===== src/rtl/lcd_ctrl_pkg.sv =====
// Shared definitions for the LCD_CTRL command scheduler: opcode values,
// scheduler state encoding and an opcode legality helper.
package lcd_ctrl_pkg;

  localparam int OPC_W = 4;

  localparam logic [OPC_W-1:0] WRITE       = 4'h0;
  localparam logic [OPC_W-1:0] SHIFT_UP    = 4'h1;
  localparam logic [OPC_W-1:0] SHIFT_DOWN  = 4'h2;
  localparam logic [OPC_W-1:0] SHIFT_LEFT  = 4'h3;
  localparam logic [OPC_W-1:0] SHIFT_RIGHT = 4'h4;
  localparam logic [OPC_W-1:0] MAX         = 4'h5;
  localparam logic [OPC_W-1:0] MIN         = 4'h6;
  localparam logic [OPC_W-1:0] AVERAGE     = 4'h7;
  localparam logic [OPC_W-1:0] ROT_CCW     = 4'h8;
  localparam logic [OPC_W-1:0] ROT_CW      = 4'h9;
  localparam logic [OPC_W-1:0] MIRROR_X    = 4'hA;
  localparam logic [OPC_W-1:0] MIRROR_Y    = 4'hB;
  localparam logic [OPC_W-1:0] OPC_MAX     = 4'hB;

  typedef enum logic [2:0] {
    ST_BOOT    = 3'd0,
    ST_IDLE    = 3'd1,
    ST_ISSUE   = 3'd2,
    ST_WAIT_HI = 3'd3,
    ST_WAIT_LO = 3'd4,
    ST_DRAIN   = 3'd5,
    ST_FINISH  = 3'd6
  } sched_state_t;

  function automatic logic opc_legal(input logic [OPC_W-1:0] opc);
    return (opc <= OPC_MAX);
  endfunction

endpackage


===== src/rtl/lcd_cmd_fifo.sv =====
// Small opcode FIFO with registered occupancy; head is read combinationally
// from storage, so a pushed entry becomes visible one cycle after the push.
module lcd_cmd_fifo
  import lcd_ctrl_pkg::*;
#(
  parameter int DEPTH = 4
) (
  input  logic                     clk,
  input  logic                     reset,
  input  logic                     push,
  input  logic [OPC_W-1:0]         push_data,
  input  logic                     pop,
  output logic [OPC_W-1:0]         head,
  output logic                     full,
  output logic                     empty,
  output logic [$clog2(DEPTH):0]   level
);

  localparam int AW = $clog2(DEPTH);
  localparam logic [AW-1:0] PTR_ONE  = AW'(1);
  localparam logic [AW:0]   LVL_ONE  = (AW+1)'(1);
  localparam logic [AW:0]   LVL_FULL = (AW+1)'(DEPTH);

  logic [OPC_W-1:0] mem_r [DEPTH];
  logic [AW-1:0]    wr_ptr_r;
  logic [AW-1:0]    rd_ptr_r;
  logic [AW:0]      level_r;
  logic             do_push_s;
  logic             do_pop_s;

  assign full      = (level_r == LVL_FULL);
  assign empty     = (level_r == '0);
  assign level     = level_r;
  assign head      = mem_r[rd_ptr_r];
  assign do_push_s = push && !full;
  assign do_pop_s  = pop && !empty;

  // Storage is not reset; pointers and level alone define the valid contents.
  always_ff @(posedge clk) begin
    if (do_push_s) begin
      mem_r[wr_ptr_r] <= push_data;
    end
  end

  // Pointer and occupancy bookkeeping.
  always_ff @(posedge clk) begin
    if (!reset) begin
      wr_ptr_r <= '0;
      rd_ptr_r <= '0;
      level_r  <= '0;
    end else begin
      if (do_push_s) begin
        wr_ptr_r <= wr_ptr_r + PTR_ONE;
      end
      if (do_pop_s) begin
        rd_ptr_r <= rd_ptr_r + PTR_ONE;
      end
      case ({do_push_s, do_pop_s})
        2'b10:   level_r <= level_r + LVL_ONE;
        2'b01:   level_r <= level_r - LVL_ONE;
        default: level_r <= level_r;
      endcase
    end
  end

endmodule


===== src/rtl/lcd_cmd_scheduler.sv =====
// Issues buffered host opcodes to the LCD_CTRL engine one at a time, following
// the engine's busy handshake; Write is terminal and waits for lcd_done.
module lcd_cmd_scheduler
  import lcd_ctrl_pkg::*;
#(
  parameter int DEPTH   = 4,
  parameter int TIMEOUT = 16
) (
  input  logic                     clk,
  input  logic                     reset,
  input  logic [OPC_W-1:0]         host_cmd,
  input  logic                     host_valid,
  output logic                     host_ready,
  input  logic                     lcd_busy,
  input  logic                     lcd_done,
  output logic [OPC_W-1:0]         cmd,
  output logic                     cmd_valid,
  output logic [$clog2(DEPTH):0]   fifo_level,
  output logic [7:0]               issued_cnt,
  output logic                     finished,
  output logic                     err_timeout,
  output logic                     err_illegal
);

  localparam int TW = $clog2(TIMEOUT + 1);
  localparam logic [TW-1:0] TMR_ONE  = TW'(1);
  localparam logic [TW-1:0] TMR_LAST = TW'(TIMEOUT - 1);

  sched_state_t     state_r;
  logic             locked_r;
  logic             is_write_r;
  logic [TW-1:0]    timer_r;
  logic             full_s;
  logic             empty_s;
  logic             push_s;
  logic             pop_s;
  logic [OPC_W-1:0] head_s;

  assign host_ready = !full_s && !locked_r;
  assign push_s     = host_valid && host_ready;
  assign pop_s      = (state_r == ST_IDLE) && !empty_s && !lcd_busy;

  lcd_cmd_fifo #(
    .DEPTH (DEPTH)
  ) u_fifo (
    .clk       (clk),
    .reset     (reset),
    .push      (push_s),
    .push_data (host_cmd),
    .pop       (pop_s),
    .head      (head_s),
    .full      (full_s),
    .empty     (empty_s),
    .level     (fifo_level)
  );

  // Scheduler FSM with its timer, counters and sticky status flags.
  always_ff @(posedge clk) begin
    if (!reset) begin
      state_r     <= ST_BOOT;
      locked_r    <= 1'b0;
      is_write_r  <= 1'b0;
      timer_r     <= '0;
      cmd         <= '0;
      cmd_valid   <= 1'b0;
      issued_cnt  <= 8'd0;
      finished    <= 1'b0;
      err_timeout <= 1'b0;
      err_illegal <= 1'b0;
    end else begin
      if (push_s && (host_cmd == WRITE)) begin
        locked_r <= 1'b1;
      end
      cmd_valid <= 1'b0;
      case (state_r)
        ST_BOOT: begin
          if (!lcd_busy) begin
            state_r <= ST_IDLE;
          end
        end
        ST_IDLE: begin
          if (pop_s) begin
            if (opc_legal(head_s)) begin
              cmd        <= head_s;
              cmd_valid  <= 1'b1;
              is_write_r <= (head_s == WRITE);
              state_r    <= ST_ISSUE;
            end else begin
              err_illegal <= 1'b1;
            end
          end
        end
        ST_ISSUE: begin
          issued_cnt <= issued_cnt + 8'd1;
          timer_r    <= '0;
          state_r    <= ST_WAIT_HI;
        end
        ST_WAIT_HI: begin
          // An engine that never acknowledges must not stall the queue forever.
          if (lcd_busy) begin
            state_r <= ST_WAIT_LO;
          end else if (timer_r == TMR_LAST) begin
            err_timeout <= 1'b1;
            state_r     <= is_write_r ? ST_DRAIN : ST_IDLE;
          end else begin
            timer_r <= timer_r + TMR_ONE;
          end
        end
        ST_WAIT_LO: begin
          if (!lcd_busy) begin
            state_r <= is_write_r ? ST_DRAIN : ST_IDLE;
          end
        end
        ST_DRAIN: begin
          if (lcd_done) begin
            finished <= 1'b1;
            state_r  <= ST_FINISH;
          end
        end
        ST_FINISH: begin
          state_r <= ST_FINISH;
        end
        default: begin
          state_r <= ST_BOOT;
        end
      endcase
    end
  end

endmodule


===== config.mk =====
export PLATFORM = sky130hd
export DESIGN_NAME = lcd_cmd_scheduler
export DESIGN_NICKNAME = d
export VERILOG_FILES = /design/src/rtl/lcd_ctrl_pkg.sv /design/src/rtl/lcd_cmd_fifo.sv /design/src/rtl/lcd_cmd_scheduler.sv
export SDC_FILE = /design/constraint.sdc
export NUM_CORES = 1
export LEC_CHECK = 0
export CORE_MARGIN = 5
export CORE_UTILIZATION = 50
export CTS_BUF_LIST = sky130_fd_sc_hd__clkbuf_2
export DETAILED_ROUTE_END_ITERATION = 8
export DONT_BUFFER_PORTS = 1
export HOLD_SLACK_MARGIN = 0.03
export PLACE_DENSITY_LB_ADDON = 0.08
export SLEW_MARGIN = 25
export SYNTH_ARGS = -nofsm -noshare
export SYNTH_HDL_FRONTEND = slang
export SYNTH_SLANG_ARGS = --single-unit

===== constraint.sdc =====
create_clock -name clk -period 2.5 [get_ports clk]
set_input_delay 0.375 -clock clk [delete_from_list [all_inputs] [get_ports clk]]
set_output_delay 0.375 -clock clk [all_outputs]
set_load 0.005 [all_outputs]

==> results of run 1 <==
-- critical path: cells and delay by family (launching register included) --
| kind | cells | cell delay, ns |
|---|---|---|
| flops | 1 | 0.37 |
| buf+inv | 2 | 0.14 |
| simple gates | 3 | 1.13 |
| compound gates | 1 | 0.12 |
| fa+ha+maj | 2 | 0.47 |
| xor+xnor | 1 | 0.16 |
-- sequential cells by signal (all words and copies together) (netlist names), named ones only --
register,flops
err_illegal,1
locked_r,1
issued_cnt,8
u_fifo.mem_r,16
state_r,3
u_fifo.level,3
cmd,4
timer_r,5
u_fifo.wr_ptr_r,2
err_timeout,1
cmd_valid,1
u_fifo.rd_ptr_r,2
is_write_r,1
finished,1
-- metal layers --
| layer | global-route usage, % | up-vias | share of wire [%] |
|---|---|---|---|
| met3 | 5.621 | 5 | 5.9 |
| met5 | 0 | - | 0 |
| met4 | 4.639 | 0 | 1.4 |
| met1 | 19.55 | 739 | 46 |
| met2 | 23.51 | 36 | 46 |
| li1 | - | 787 | - |
-- area by class of cell --
class                      instances  area [um^2]
clock inverter                     3        38.79
fill                             409         1861
multi-input combinational        145         1017
timing repair buffer              15        127.6
sequential                        51         1182
inverter                          10        37.54
clock buffer                       5        25.02
tap                               52        65.06
-- path summary, 6_finish.rpt --
check	end	slack, ns
worst max-delay path	u_fifo.level[2]	0.09
worst min-delay path	err_timeout	0.13
worst max register to register	u_fifo.level[2]	0.09
worst min register to register	cmd[1]	0.50
-- cell usage in the layout, fill, tap and decap left out, types with 2 or more instances in the layout --
master	Yosys	routed
o221a_1	2	2
xnor2_1	8	8
buf_4	0	9
and2_1	5	5
dfxtp_1	35	34
mux4_2	4	4
nand3_1	3	3
nor3b_1	4	4
or3_1	3	3
a21oi_1	12	11
xor2_1	5	5
clkbuf_2	0	5
and3_1	3	3
dlygate4sd3_1	0	6
nor4_1	4	4
mux2i_1	4	4
edfxtp_1	16	16
o21ai_0	5	5
nor2_1	30	30
nand2_1	16	16
nor3_1	4	4
nand4_1	3	3
inv_1	8	8
nor4b_1	2	2
ha_1	8	7
clkinv_1	1	2
-- power by group through the flow --
stage | logic [mW] | clock network (mW) | registers, mW
detailed placement | 0.181 | 0 | 0.945
floorplan | 0.140 | 0 | 0.936
global placement | 0.173 | 0 | 0.941
global route | 0.232 | 0.474 | 0.933
finish | 0.202 | 0.407 | 0.926
CTS | 0.196 | 0.422 | 0.928
-- kinds of logic after synthesis --
family	after synthesis	synth area share [%]
muxes	8	5.784
DFF	51	52.50
and+or+nand+nor	86	19.47
AOI/OAI and AO/OA	29	8.566
xor gates and xnor gates	13	5.061
buffers and inverters	19	3.281
adders and majority gates	9	5.339
-- metrics by stage --
stage | instance area [um^2] | power [mW]
CTS | 2467 | 1.546
finish | 2494 | 1.536
global route | 2494 | 1.639
floorplan | 2250 | 1.076
global placement | 2338 | 1.114
detailed placement | 2338 | 1.126
-- what timing repair did --
action                     CTS  global route
buffers inserted             1             0
hold buffers                 5             1
setup endpoints to repair    1             1
hold endpoints to repair    20             4
gates resized for setup      3             3
pin swaps                    2             2
==> metrics, run 1 <==
Pins Over Slew Limit=0; relative slew slack=71.54%; yosys warns=0; area share of the largest cell type after synthesis=31.15%; vias in the first global route=1,515; status=finished clean; most common flop cell mapped by yosys=dfxtp_1; hpwl dp=3.034 mm; EDFF count, synth=16; P_sw=0.3878 mW; sequential-to-total area share from yosys stat=52.50%; GRT Overall Usage=15.11%; GP Congestion=0.8365; Mapped Area=0.002250 mm^2; CTS tree=done; crit-path max cell delay=0.51 ns; Worst IR Drop VDD=359.9 uV; Crit Path Class=reg2reg; Placed Cells=266; Post-Route Utilization=57.27%; Final Worst Setup Slack=0.08829 ns; Iter 0 DRT Violations=43; Syn Nets=233; Synth area leader=dfxtp_1; worst slew pin tran=0.4237 ns; Fin. Hold Viols=0; period utilization=96.47%; syn_area_per_cell=10.46 um^2; DR pass1 iterations=4; worst-skew pair later-pin latency=0.41 ns; Worst Path Max Fanout=2; Worst EP arrival=2.78 ns; Clk network pwr share=26.5%; cell with the most instances after synthesis=dfxtp_1; Vias=1,567; Core ar.=0.004354 mm^2; Period minus WS final=2.412 ns; hold path start=lcd_busy; largest net degree at the start of global routing=27; area growth from synthesis to layout=10.85%; top cells by area, synth=dfxtp_1 (31%), edfxtp_1 (21%), nor2_1 (5.0%); number of buffers created by CTS=5; WHS Path Cells=3; total gr overflow=0; combinational power share=13.2%; hold slack=0.1327 ns; synth cell count leaders=dfxtp_1 (35), nor2_1 (30), edfxtp_1 (16), nand2_1 (16), a21oi_1 (12); initial antenna violation count=0; chip height=77.08 um; Finished Layout Cells=281; drt drc=0; layout cell share with drive strength beyond 1=12.66%; routed length per placed instance=15.22 um; Critical Path Start Type=register; Worst EP required=2.87 ns; Worst setup EP type=register; Routed Antenna Nets=0; slowest stage cell, crit path=or4b_4; f_max=414.6 MHz; Sequential Power Share=60.3%; pre-CTS setup slack=-0.0004894 ns; P_int=1.148 mW; via/cell ratio=5.577; cells along the critical path=or4b_4, or2_1, inv_2, ha_4, inv_1, fa_2, xor2_1, or3_1, a21oi_2; FF-to-FF Start=state_r[1]; switching share of power=25.25%; Async SR Flop Fraction=0%; Worst Reg-to-Reg Cells=9; Leakage=0.8965 nW; post-synthesis cell type count=45; first-pass GRT wire length=7.300 mm; RSZ-0062 raised after global routing=yes; register bit total from synthesis=51; CTS max path bufs=2; die width=77.08 um; Initial Utilization=51.67%; port bufs=0; die area=0.005941 mm^2; Clock Sinks=51; Rows=24; Worst Hold Class=in2reg; Setup crit start=state_r[1]; Root Driver=clkbuf_2; Gate Count Post-Synth=215; PwrDens=615.8 mW/mm^2; maxcap violations=0; Fin Setup TNS=0 ns; final WL=4.277 mm; I/O Pins=29; final setup vio count=0; Nets=246; htree depth=2; CTS clock-pin slew for the worst setup and hold paths=0.23 ns; ant diodes=0; clock skew=0.01591 ns
(Power assumes the default switching activity.)
==> inputs of run 2 (changes only) <==
==> constraint.sdc (replaced) <==
create_clock -name clk -period 2.5 [get_ports clk]
set_input_delay 0.5 -clock clk [delete_from_list [all_inputs] [get_ports clk]]
set_output_delay 0.5 -clock clk [all_outputs]
set_load 0.005 [all_outputs]
==> run 2 against run 1 <==
  * Wire length shrank 4.9%
  * Utilization shrank 1.3 points
  * Flip-flop and latch count is the same
  * First-iteration DRC count grew 2.3%
  * Largest cell class unchanged
  * Worst hold slack gained 0.028 ns
  * Total power is essentially flat
  * Clock skew grew 0.0067 ns
  * Non-clock buffer count shrank 6
  * Global-route usage shrank 1.1 points
  * Cell count shrank 2.1%
  * Cell area shrank 2.2%
  * Critical path type unchanged
==> metrics, run 2 (same netlist as run 1, synthesis figures left out) <==
Worst IR Drop VDD=373.3 uV (+3.7%); hold path start=host_cmd[3]; maxcap violations=0 (unchanged); Worst EP arrival=2.74 ns (-0.04 ns); DR pass1 iterations=4 (unchanged); period utilization=95.97% (-0.49 points); most common cell after layout, fill and taps aside=dfxtp_1; fill cell count=389 (-4.9%); Initial Utilization=51.67% (unchanged); die area=0.005941 mm^2 (unchanged); worst-skew pair later-pin latency=0.41 ns (about the same); Fin Setup TNS=0 ns (unchanged); Vias=1,550 (-1.1%); Setup crit start=state_r[2]; Top Registers=u_fifo.mem_r: 16 flops, issued_cnt: 8 flops, timer_r: 5 flops; FF-to-FF Start=state_r[2]; Crit Path Class=reg2reg; Core ar.=0.004354 mm^2 (unchanged); R2R setup slack=0.10 ns (about the same); routed length per placed instance=14.79 um (-2.9%); Routed Antenna Nets=0 (unchanged); crit-path max cell delay=0.53 ns (+0.02 ns); Biggest register=u_fifo.mem_r; vias in the first global route=1,473 (-2.8%); number of buffers created by CTS=5 (unchanged); area growth from synthesis to layout=8.398%; WHS Path Cells=0 (-3); PwrDens=629.4 mW/mm^2 (+2.2%); Worst Path Buf+Inv=2 (unchanged); ant diodes=0 (unchanged); I/O Pins=29 (unchanged); Final Worst Setup Slack=0.1006 ns (+0.01236 ns); Nets=240 (-2.4%); clock skew=0.02260 ns (+0.006689 ns); RSZ-0062 raised after global routing=no; layout cell share with drive strength beyond 1=13.45% (+0.79 points); via/cell ratio=5.636 (+1.1%); Finished Layout Cells=275 (-2.1%); total gr overflow=0 (unchanged); post-CTS setup buffer count=0 (-1); die width=77.08 um (unchanged); Worst Reg-to-Reg Cells=9 (unchanged); CTS tree=done; cells along the critical path=or4b_4, or2_4, inv_4, ha_4, inv_1, fa_2, xor2_1, or3_1, a21oi_1; reg2reg end=u_fifo.level[2]; initial antenna violation count=0 (unchanged); final WL=4.066 mm (-4.9%); Worst Hold Class=in2reg; Rows=24 (unchanged); worst slew pin tran=0.4196 ns (-0.004136 ns); f_max=416.8 MHz (+0.52%); CTS max path bufs=2 (unchanged); chip height=77.08 um (unchanged); CTS Hold Bufs=0 (-5); Fin. Hold Viols=0 (unchanged); GP Congestion=0.7889 (-5.7%); post_cts resized=0 (-3); hold-critical path endpoint=u_fifo.mem_r[0][3]; Leakage=0.8769 nW (-2.2%); Worst EP required=2.84 ns (-0.03 ns); cell family with most CP delay=simple AND/OR/NAND/NOR gates; Worst Path Max Fanout=2 (unchanged); Root Driver=clkbuf_2; relative slew slack=71.81% (+0.28 points); hold slack=0.1603 ns (+0.02769 ns); port bufs=0 (unchanged); CTS clock-pin slew for the worst setup and hold paths=0.25 ns (+0.02 ns); GRT Overall Usage=14.04% (-1.1 points); Pins Over Slew Limit=0 (unchanged); final setup vio count=0 (unchanged); slowest stage cell, crit path=or4b_4; htree depth=2 (unchanged); max FFs per register=16 (unchanged); Period minus WS final=2.399 ns (-0.01236 ns); Iter 0 DRT Violations=44 (+2.3%); Clock Sinks=51 (unchanged); drt drc=0 (unchanged); status=finished clean; Critical Path Start Type=register; Placed Cells=267 (+0.38%); Worst setup EP type=register; hpwl dp=3.007 mm (-0.91%); commonest non-fill, non-tap cells in the layout=dfxtp_1 (34), nor2_1 (30), nand2_1 (16), edfxtp_1 (16), a21oi_1 (12); pre-CTS setup slack=-0.05953 ns (-0.05904 ns); largest net degree at the start of global routing=27 (unchanged); first-pass GRT wire length=6.872 mm (-5.9%)
==> run 2: area by class of cell <==
| cell class | count | area [um^2] | share of cell area (%) |
|---|---|---|---|
| clock buffers | 6 | 30.03 | 1.231 |
| multi-input cells | 145 | 1016 | 41.66 |
| inverters | 10 | 40.04 | 1.642 |
| well taps | 52 | 65.06 | 2.668 |
| repair buffers | 9 | 67.56 | 2.771 |
| clock inverters | 2 | 37.54 | 1.539 |
| flip-flops and latches | 51 | 1182 | 48.49 |
==> run 2: worst max-delay path by stage <==
stage / end / cells past startpoint
floorplan: u_fifo.level[2] / 10
global placement: u_fifo.level[2] / 9
detailed placement: u_fifo.level[2] / 9
CTS: u_fifo.level[2] / 9
global route: u_fifo.level[2] / 9
finish: u_fifo.level[2] / 9
==> run 2: per-layer routing <==
layer,GRT usage (%),vias up,share of wire [%]
li1,-,771,-
met1,19.09,748,48
met2,21.48,29,47
met3,4.333,2,4.8
met4,4.296,0,0.37
met5,0,-,0
==> run 2: metrics by stage <==
stage	total power [mW]	area, um^2	util (%)
after floorplan	1.083	2273	-
after CTS	1.547	2431	55.83
after global placement	1.120	2364	54.28
final	1.535	2439	56.01
after detailed placement	1.132	2364	54.28
after global routing	1.622	2439	56.01
==> run 2: power by group <==
| part | total, mW | switching, mW | internal [mW] |
|---|---|---|---|
| clock network | 0.419 | 0.246 | 0.173 |
| registers | 0.927 | 0.0319 | 0.895 |
| logic | 0.189 | 0.105 | 0.0837 |
| total | 1.53 | 0.383 | 1.15 |
==> inputs of run 3 (changes only) <==
CORE_MARGIN = 8   (was 5)
==> run 3 against run 2 <==
  * Via count shrank 1.4%
  * Worst hold slack lost 0.018 ns
  * Total power grew 1.2%
  * Maximum frequency shrank 0.65%
  * Non-clock buffer count is the same
  * Flip-flop and latch count is the same
  * Clock skew shrank 0.0056 ns
  * Global-route usage shrank 1.3 points
  * Critical path type unchanged
  * Critical endpoint unchanged
==> metrics, run 3 (same netlist as run 1, synthesis figures left out) <==
status=finished clean; Initial Utilization=51.67% (unchanged); final setup vio count=0 (unchanged); Root Driver=clkbuf_2; initial antenna violation count=0 (unchanged); port bufs=0 (unchanged); CTS max path bufs=2 (unchanged); period utilization=96.61% (+0.63 points); worst-skew pair later-pin latency=0.42 ns (about the same); GP Congestion=0.7771 (-1.5%); Fin. Hold Viols=0 (unchanged); maxcap violations=0 (unchanged); Top Registers=u_fifo.mem_r: 16 flops, issued_cnt: 8 flops, timer_r: 5 flops; GRT Overall Usage=12.78% (-1.3 points); Iter 0 DRT Violations=43 (-2.3%); cells along the critical path=or4b_4, or2_4, inv_4, ha_4, inv_1, fa_2, xor2_1, or3_1, a21oi_2; layout cell share with drive strength beyond 1=13.90% (+0.45 points); Worst IR Drop VDD=360.4 uV (-3.5%); largest net degree at the start of global routing=26 (-3.7%); RSZ-0062 raised after global routing=yes; Placed Cells=267 (unchanged); relative slew slack=67.92% (-3.9 points); Post-Route Utilization=56.21% (+0.20 points); max FFs per register=16 (unchanged); chip height=83.08 um (+7.8%); via/cell ratio=5.556 (-1.4%); ant diodes=0 (unchanged); Period minus WS final=2.415 ns (+0.01580 ns); Finished Layout Cells=275 (unchanged); die width=83.08 um (+7.8%); Worst EP arrival=2.79 ns (+0.05 ns); Core ar.=0.004354 mm^2 (unchanged); Vias=1,528 (-1.4%); drt drc=0 (unchanged); Worst EP required=2.87 ns (+0.03 ns); final WL=4.289 mm (+5.5%); Routed Antenna Nets=0 (unchanged); I/O Pins=29 (unchanged); first-pass GRT wire length=7.334 mm (+6.7%); total gr overflow=0 (unchanged); Worst Path Max Fanout=2 (unchanged); CTS Hold Bufs=0 (unchanged); commonest non-fill, non-tap cells in the layout=dfxtp_1 (34), nor2_1 (30), nand2_1 (16), edfxtp_1 (16), a21oi_1 (11); CTS tree=done; Setup crit start=state_r[2]; Rows=24 (unchanged); vias in the first global route=1,522 (+3.3%); most common cell after layout, fill and taps aside=dfxtp_1; DR pass1 iterations=4 (unchanged); hpwl dp=3.241 mm (+7.8%); number of buffers created by CTS=5 (unchanged); slowest stage cell, crit path=or4b_4; crit-path max cell delay=0.53 ns (about the same); Worst Hold Class=in2reg; routed length per placed instance=15.60 um (+5.5%); hold path start=host_cmd[3]; Leakage=0.8810 nW (+0.47%); Clock Sinks=51 (unchanged); Fin Setup TNS=0 ns (unchanged); Critical Path Start Type=register; Worst Path Buf+Inv=2 (unchanged); htree depth=2 (unchanged); Worst setup EP type=register; total power=1.554 mW (+1.2%); FF-to-FF Start=state_r[2]; Nets=240 (unchanged); Pins Over Slew Limit=0 (unchanged); die area=0.006901 mm^2 (+16%); PwrDens=634.9 mW/mm^2 (+0.88%); area growth from synthesis to layout=8.788%; Biggest register=u_fifo.mem_r; CTS clock-pin slew for the worst setup and hold paths=0.26 ns (about the same); clock skew=0.01703 ns (-0.005574 ns); Crit Path Class=reg2reg; worst slew pin tran=0.4775 ns (+0.05797 ns); f_max=414.1 MHz (-0.65%); cell family with most CP delay=simple AND/OR/NAND/NOR gates
==> run 3: cell types whose count changed in the layout (fill, tap and decap cells not counted) <==
cell | previous run | this run
clkinvlp_4 | 1 | 0
clkbuf_2 | 6 | 5
a21oi_1 | 12 | 11
a21oi_2 | 0 | 1
clkinv_4 | 0 | 1
inv_6 | 0 | 1
==> run 3: final timing paths <==
check	to	slack, ns	depth (start not counted)
min reg2reg	cmd[0]	0.50	2
max	u_fifo.level[2]	0.08	9
min	u_fifo.mem_r[2][3]	0.14	0
max reg2reg	u_fifo.level[2]	0.08	9
==> run 3: cell type report <==
cell class / instances / area [um^2]
Fill cell: 372 / 1907
Tap cell: 52 / 65.06
Multi-Input combinational cell: 145 / 1020
Clock buffer: 5 / 25.02
Timing Repair Buffer: 9 / 67.56
Clock inverter: 3 / 47.55
Sequential cell: 51 / 1182
Inverter: 10 / 40.04
==> run 3: per-stage QoR <==
step	setup slack (ns)	area (um^2)	hold WS, ns
after global routing	-0.02703	2447	0.06878
after detailed placement	-0.05851	2364	0.4782
after global placement	0.02563	2364	0.4765
after CTS	0.04002	2436	0.1095
after floorplan	-0.03720	2273	0.4544
final	0.08484	2447	0.1421
==> run 3: timing repair <==
item	4_1_cts	5_1_grt
setup buffers	0	0
gates resized for setup	0	4
endpoints found under the setup margin	0	1
hold endpoints to repair	0	0
==> run 3: worst register-to-register path, stage by stage, from the launching register on <==
cell and delay [ns]:
dfxtp_2 0.37, or4b_4 0.53, or2_4 0.26, inv_4 0.07, ha_4 0.13, inv_1 0.04, fa_2 0.32, xor2_1 0.16
or3_1 0.37, a21oi_2 0.12
==> run 3: power breakdown <==
part	internal (mW)	switching (mW)
Combinational	0.0827	0.107
Sequential	0.895	0.0330
Clock	0.175	0.261
Total	1.15	0.401
==> run 3: metal layers <==
layer  GRT usage (%)  part of all wire [%]  wire, um
met1           14.79                    44      1907
met2           20.51                    48      2075
met3           4.980                   5.4       233
met4           5.272                   1.7        72
met5               0                     0         0
